--- src/rtl/ex_div_unit.sv ---
// Iterative radix-2 restoring divider for DIV/DIVU in the EX stage.
// Stalls IF..EX while busy and presents quotient/remainder with a one-cycle ready pulse.
module ex_div_unit #(
  parameter int WIDTH = 32
) (
  input  logic             clk,
  input  logic             rst,
  input  logic             start,
  input  logic             signed_op,
  input  logic [WIDTH-1:0] dividend,
  input  logic [WIDTH-1:0] divisor,
  input  logic             cancel,
  output logic             stallreq,
  output logic             ready,
  output logic [WIDTH-1:0] quotient,
  output logic [WIDTH-1:0] remainder
);
  localparam int CW = $clog2(WIDTH);

  typedef enum logic [1:0] {IDLE, BUSY, DONE} state_t;
  state_t state, state_nx;

  logic [CW-1:0]    cnt;
  logic [WIDTH-1:0] rem_q, quo_q, dvs_q;
  logic             neg_q, neg_r;

  logic             accept, dvz, last;
  logic [WIDTH:0]   shifted;
  logic             ge;
  logic [WIDTH-1:0] sub, rem_nx, quo_nx;
  logic [WIDTH-1:0] a_abs, b_abs;
  logic             a_neg, b_neg;

  assign accept = (state == IDLE) && start && !cancel;
  assign dvz    = (divisor == '0);
  assign last   = (state == BUSY) && (cnt == CW'(WIDTH-1));
  assign a_neg  = signed_op && dividend[WIDTH-1];
  assign b_neg  = signed_op && divisor[WIDTH-1];
  assign a_abs  = a_neg ? -dividend : dividend;
  assign b_abs  = b_neg ? -divisor  : divisor;

  // The shifted partial remainder needs one extra bit; when it reaches the
  // divisor the difference always fits back into WIDTH bits.
  always_comb begin
    shifted = {rem_q, quo_q[WIDTH-1]};
    ge      = (shifted >= {1'b0, dvs_q});
    sub     = shifted[WIDTH-1:0] - dvs_q;
    rem_nx  = ge ? sub : shifted[WIDTH-1:0];
    quo_nx  = {quo_q[WIDTH-2:0], ge};
  end

  always_comb begin
    state_nx = state;
    case (state)
      IDLE: if (accept) state_nx = dvz ? DONE : BUSY;
      BUSY: if (last)   state_nx = DONE;
      DONE:             state_nx = IDLE;
      default:          state_nx = IDLE;
    endcase
    if (cancel) state_nx = IDLE;
  end

  assign stallreq = !cancel && (((state == IDLE) && start) || (state == BUSY));
  assign ready    = (state == DONE);

  always_ff @(posedge clk) begin
    if (rst) begin
      state     <= IDLE;
      cnt       <= '0;
      rem_q     <= '0;
      quo_q     <= '0;
      dvs_q     <= '0;
      neg_q     <= 1'b0;
      neg_r     <= 1'b0;
      quotient  <= '0;
      remainder <= '0;
    end else begin
      state <= state_nx;
      if (cancel) begin
        cnt <= '0;
      end else if (accept) begin
        cnt <= '0;
        if (dvz) begin
          quotient  <= '1;
          remainder <= dividend;
        end else begin
          rem_q <= '0;
          quo_q <= a_abs;
          dvs_q <= b_abs;
          neg_q <= a_neg ^ b_neg;
          neg_r <= a_neg;
        end
      end else if (state == BUSY) begin
        rem_q <= rem_nx;
        quo_q <= quo_nx;
        cnt   <= last ? '0 : cnt + CW'(1);
        // Sign fixup lands in the output registers on the edge into DONE.
        if (last) begin
          quotient  <= neg_q ? -quo_nx : quo_nx;
          remainder <= neg_r ? -rem_nx : rem_nx;
        end
      end
    end
  end
endmodule

--- config.mk ---
export PLATFORM = sky130hd
export DESIGN_NAME = ex_div_unit
export DESIGN_NICKNAME = d
export VERILOG_FILES = /design/src/rtl/ex_div_unit.sv
export SDC_FILE = /design/constraint.sdc
export NUM_CORES = 1
export LEC_CHECK = 0
export BUFFER_PORTS_ARGS = -buffer_cell sky130_fd_sc_hd__buf_2
export CORE_ASPECT_RATIO = 0.5
export CORE_MARGIN = 2
export CORE_UTILIZATION = 60
export DETAILED_ROUTE_END_ITERATION = 16
export PLACE_DENSITY = 0.81
export SETUP_SLACK_MARGIN = 0.1
export SLEW_MARGIN = 10
export SYNTH_ARGS = -nofsm -noshare
export SYNTH_HDL_FRONTEND = slang
export SYNTH_SLANG_ARGS = --single-unit
--- constraint.sdc ---
create_clock -name clk -period 8.75 [get_ports clk]
set_input_delay 0 -clock clk [delete_from_list [all_inputs] [get_ports clk]]
set_output_delay 0 -clock clk [all_outputs]
set_load 0.005 [all_outputs]
# Word level (Yosys, flattened, before mapping)
# Cells that the tools add are included.
[word_totals]
reg_bits = 169
input_bits = 69
output_inout_bits = 66
wordCells = 68
[classes]
addsub = 6
magnitude_cmp = 1
n_eq_ne = 7
muxes = 24
bitwise = 3
n_reduce_logical = 18
[ops]
columns = ["cell", "count"]
rows = [
  ["$mux W32", 19],
  ["$neg A32 Y32", 4],
  ["$ge A33 B32 Y1", 1],
  ["$logic_not A32 Y1", 1],
  ["$sub A32 B32 Y32", 1],
  ["$logic_and A1 B1 Y1", 6],
  ["$mux W2", 3],
  ["$ne A2 B2 Y1 const B", 3],
  ["$reduce_and A3 Y1", 2],
  ["$add A5 B1 Y5 const B", 1],
  ["$eq A5 B5 Y1 const B", 1],
  ["$mux W5", 1],
  ["$pmux W2 S2", 1],
  ["$reduce_and A4 Y1", 1],
  ["$reduce_bool A2 Y1", 2],
  ["$reduce_or A3 Y1", 1],
  ["$eq A2 B1 Y1 const B", 1],
  ["$eq A2 B2 Y1 const B", 1],
  ["$logic_not A2 Y1", 1],
  ["$ne A2 B1 Y1 const B", 1],
  ["$not A1 Y1", 2],
  ["$reduce_and A2 Y1", 1],
  ["$reduce_or A2 Y1", 1],
  ["$logic_not A1 Y1", 1],
  ["other kinds (2)", 2],
]

# Depth between registers and ports, before layout
[logic_depth]
ltp_word = 7
depth_mapped = 27
depth_no_buf = 21

# Worst setup path after synthesis
# OpenSTA, ideal clock, no wires.
[synth_path]
kind = "reg-to-reg"
startpoint = "register rem_q[7]"
endpoint = "register remainder[30]"
setup_ns = 0.117
t_arrival_ns = 4.986
required_time_ns = 8.633
slack_ns = 3.647
stages_incl_launch_ff = 21
path_buffers = 4
synth_period_minus_slack_ns = 5.103
cell_sequence = "dfxtp_1 -> ha_1 -> buf_4 -> nand4_1 -> o22ai_1 -> a41o_1 -> o2111ai_2 -> nand3_4 -> buf_6 -> buf_2 -> buf_1 -> mux2i_1 -> ha_1 -> or4b_1 -> nor4_1 -> nand4_1 -> a21oi_2 -> nand4bb_4 -> or3_1 -> or3_1 -> and4b_1"
[synth_via]
elab_chain_cells = 7
word_cells_on_any_way = 8
cone_classes = "add/sub: 2; order compare: 1; mux: 5"
[synth_lines]
columns = ["element", "line", "text"]
rows = [
  ["start: declaration", "24", "logic [WIDTH-1:0] rem_q, quo_q, dvs_q;"],
  ["start signal: assignment", "94", "rem_q <= rem_nx;"],
  ["$sub A32 B32 Y32 or $ge A33 B32 Y1 (tied branches)", "47, 46", ""],
  ["$mux W32 (*)", "48", "rem_nx = ge ? sub : shifted[WIDTH-1:0];"],
  ["$neg A32 Y32", "100", "remainder <= neg_r ? -rem_nx : rem_nx;"],
  ["$mux W32 (*)", "100", ""],
  ["$mux W32 (*)", "98", "if (last) begin"],
  ["$mux W32 (*)", "93", "end else if (state == BUSY) begin"],
  ["$mux W32 (*)", "81", "end else if (accept) begin"],
  ["end signal: assignment", "85", "remainder <= dividend;"],
  ["end signal: assignment", "100", ""],
  ["end: declaration", "16", "output logic [WIDTH-1:0] remainder"],
]
# Mark *: on every way between the ends. The rest lies on a longest branch, timed or not. The select of a mux whose other input is x is not followed.
# A chain may end at the register's enable or synchronous reset.

# Worst setup path after layout
[layout_path]
startpoint = "register rem_q[8]"
endpoint = "register remainder[31]"
# Same word-level chain as after synthesis.

==> results.py <==
metrics = {
    "drt": {
        "drt_first_pass_iters": 6,
        "ant_nets": 0,
        "wl_um": 41300,
        "drc": 0,
        "via_count": 12700,
        "drtIter0Drc": 1594,
        "vias_per_cell": 6.41,
        "wire_per_inst_um": 20.8,
    },
    "sta": {
        "finalClockSkew_ns": 0.0102,
        "slew_headroom": 0.155,
        "rsz0062_at_grt": "false",
        "fin_tns_setup_ns": 0,
        "hold_viol": 1,
        "setup_viol": 0,
        "max_clock_freq_mhz": 188,
        "slew_viol_final": 0,
        "period_share": 0.607,
        "min_period_ns": 5.31,
        "worst_pin_slew_ns": 1.27,
        "hold_ws_ns": -0.0168,
    },
    "worst_setup_path": {
        "rr_worst_depth": 14,
        "arrival_ns": 5.65,
        "worstSetupStartpointType": "flip-flop",
        "r2r_slack_ns": 3.44,
        "crit_slowest_cell": "or4b_4",
        "path_cells": "ha_1, nand4_1, o22ai_1, a41o_1, o2111ai_2, nand3_4, buf_4, inv_4, or4b_4, a21oi_1, nand4_1, o41ai_1, xor2_1, a2111oi_0",
        "reg2reg_to": "remainder[31]",
        "cp.required_ns": 9.09,
        "reg2reg_from": "rem_q[8]",
        "cp_max_fo": 49,
        "criticalPathCategory": "flip-flop to flip-flop",
        "cpMostUsedCell": "nand4_1",
        "setup.worst_path.end_class": "flip-flop",
        "slowest_delay_ns": 0.66,
    },
    "logic_synthesis": {
        "synth.avg_cell_area_sq_um": 7.42,
        "yosysSeqAreaShare": 0.282,
        "async_flop_share": 0,
        "synth-simple-area-share": 0.241,
        "synth_xor_area_frac": 0.0972,
        "yosys-top-cells-count": "nor2_1 (266), dfxtp_1 (169), nand2_1 (140), a21oi_1 (132), a211oi_1 (91)",
        "ys_warn_count": 0,
        "synthAdderAreaFrac": 0.0414,
        "syn_inst": 1614,
        "synth_compound_area_frac": 0.262,
        "ys_types": 88,
        "synth.top_cell.area_share": 0.282,
        "yosysMostFrequentCell": "nor2_1",
        "syn_nets": 1722,
        "syn-cell-area_sq_mm": 0.0120,
        "synthFlopType": "dfxtp_1",
        "synthMuxAreaShare": 0.0207,
        "synth.area.top_cells": "dfxtp_1 (28%), nor2_1 (8.3%), a211oi_1 (5.7%)",
        "ys_seq_elements": 169,
        "synth_top_family_by_area": "compound AO/OA/AOI/OAI gates",
        "synth_edf_count": 0,
        "yosysTopAreaCell": "dfxtp_1",
    },
    "die": {
        "dieArea_sq_mm": 0.0212,
        "start_util": 0.614,
        "die_height_um": 104,
        "die-width_um": 204,
        "floorplan.rows": 36,
        "coreArea_sq_mm": 0.0195,
        "ios": 135,
    },
    "cells_and_area": {
        "diodes": 0,
        "area_delta_synth_final_pct": 13.2,
        "final_util": 0.695,
        "drive_gt1_frac": 0.126,
        "nets": 1810,
        "final_area_sq_mm": 0.0136,
        "fillers": 1649,
    },
    "power": {
        "finalPower_mw": 2.07,
        "power_density_mw_per_mm2": 153,
        "max-vdd-ir-drop_uv": 146,
        "p_leak_nw": 5.42,
    },
    "global_route": {
        "grt_pass1_wl_um": 63000,
        "grt_pass1_vias": 11400,
        "gr-total-overflow": 0,
        "antenna_found_initial": 0,
        "track_usage": 0.382,
        "grt_max_degree": 102,
    },
    "worst_hold_path": {
        "min_from": "divisor[17]",
        "whs_path_depth": 4,
        "min_to": "dvs_q[17]",
        "hold_path.class": "input port to flip-flop",
    },
    "cts": {
        "h-tree-depth": 4,
        "post_cts_resize_count": 0,
        "cts_tree": "done",
        "clkTransAtPathRegs_ns": 0.07,
        "clock_path_buffers": 2,
        "clock_latency_ns": 0.47,
        "cts.sinks": 169,
        "numCtsBuffers": 17,
        "clock-root-buffer": "clkbuf_16",
    },
    "place": {
        "placed_cell_area_sq_mm": 0.0126,
        "io_buffers": 134,
        "routabilityCongestion": 1.03,
        "hpwlAfterDp_um": 30500,
    },
    "run_status": {
        "violations": "negative hold slack",
        "status": "complete, but fails checks",
    },
    "job": {
        "cap_violations": 0,
    },
}
[worst max-delay path: cells and delay by family (launching register included)]
family	cells	cell delay (ns)
AOI/OAI and AO/OA	6	1.92
xor gates and xnor gates	1	0.12
adders and majority gates	1	0.50
buffers and inverters	2	0.90
DFF	1	0.36
and+or+nand+nor	4	1.33
[repair_timing]
action | CTS | global route
hold buffers | 31 | 0
buffers inserted | 0 | 0
endpoints found under the hold margin | 30 | 0
endpoints found under the setup margin | 0 | 0
[area by class of cell]
| cell class | count | area, sq um | share of cell area |
|---|---|---|---|
| Clock inverter | 14 | 185 | 0.0137 |
| Inverter | 56 | 213 | 0.0157 |
| Clock buffer | 18 | 439 | 0.0324 |
| Multi-Input combinational cell | 1283 | 7950 | 0.586 |
| Timing Repair Buffer | 175 | 1060 | 0.0780 |
| Sequential cell | 169 | 3380 | 0.249 |
| Tap cell | 266 | 333 | 0.0245 |
[layout by cell type (no fill, tap or decap), drive strengths merged, types with 9 or more instances in the layout]
master and n:
nor2 267, dfxtp 169, buf 144, nand2 140, a21oi 135, a211oi 93, o21ai 76, xnor2 68
xor2 65, inv 62, nor3 44, ha 38, dlygate4sd3 31, nand3 28, o31ai 27, a22oi 22
or3 20, nand4 20, nor4 19, nand2b 18, mux2i 18, clkbuf 18, a31oi 16, o41ai 15
o22ai 12, or4 11, and2 10, a311oi 10, and3 9
[report_power, final]
group	switching [mW]	internal, mW
Clock	0.360	0.465
Sequential	0.0148	0.785
Combinational	0.295	0.152
Total	0.669	1.40
[flip-flops by register name (all words and copies together) (netlist names)]
name	count
neg_r	1
rem_q	32
neg_q	1
quotient	32
dvs_q	32
remainder	32
cnt	5
quo_q	32
state	2
[how the worst max path moves through the flow]
stage | end | startpoint | cells past startpoint
5_1_grt | remainder[31] | rem_q[8] | 14
3_5_place_dp | remainder[31] | rem_q[8] | 14
2_1_floorplan | remainder[30] | rem_q[7] | 20
6_report | remainder[31] | rem_q[8] | 14
3_3_place_gp | remainder[30] | rem_q[17] | 16
4_1_cts | remainder[31] | rem_q[8] | 14
[metal layers]
metal / up-vias / track usage / wire, um
met5: - / 0 / 0
met4: 0 / 0.122 / 1040
met3: 73 / 0.109 / 4630
met2: 673 / 0.564 / 17300
met1: 5962 / 0.535 / 18300
li1: 5991 / - / -
[logic make-up after synthesis]
logic type               Yosys count
multiplexers                      24
adder cells (fa/ha/maj)           39
XOR/XNOR                         133
AND/OR/NAND/NOR                  617
flip-flops                       169
AO/OA/AOI/OAI                    470
buffers and inverters            162
[through the flow]
| stage | cells | setup slack [ns] | hold slack [ns] |
|---|---|---|---|
| finish | 1981 | 3.44 | -0.0168 |
| global route | 1981 | 3.15 | 0.00241 |
| CTS | 1981 | 3.61 | 0.000179 |
| detailed placement | 1918 | 3.65 | 0.305 |
| global placement | 1918 | 3.75 | 0.302 |
| floorplan | 1614 | 3.65 | 0.136 |
No activity file was read; power rests on OpenSTA's default activity.
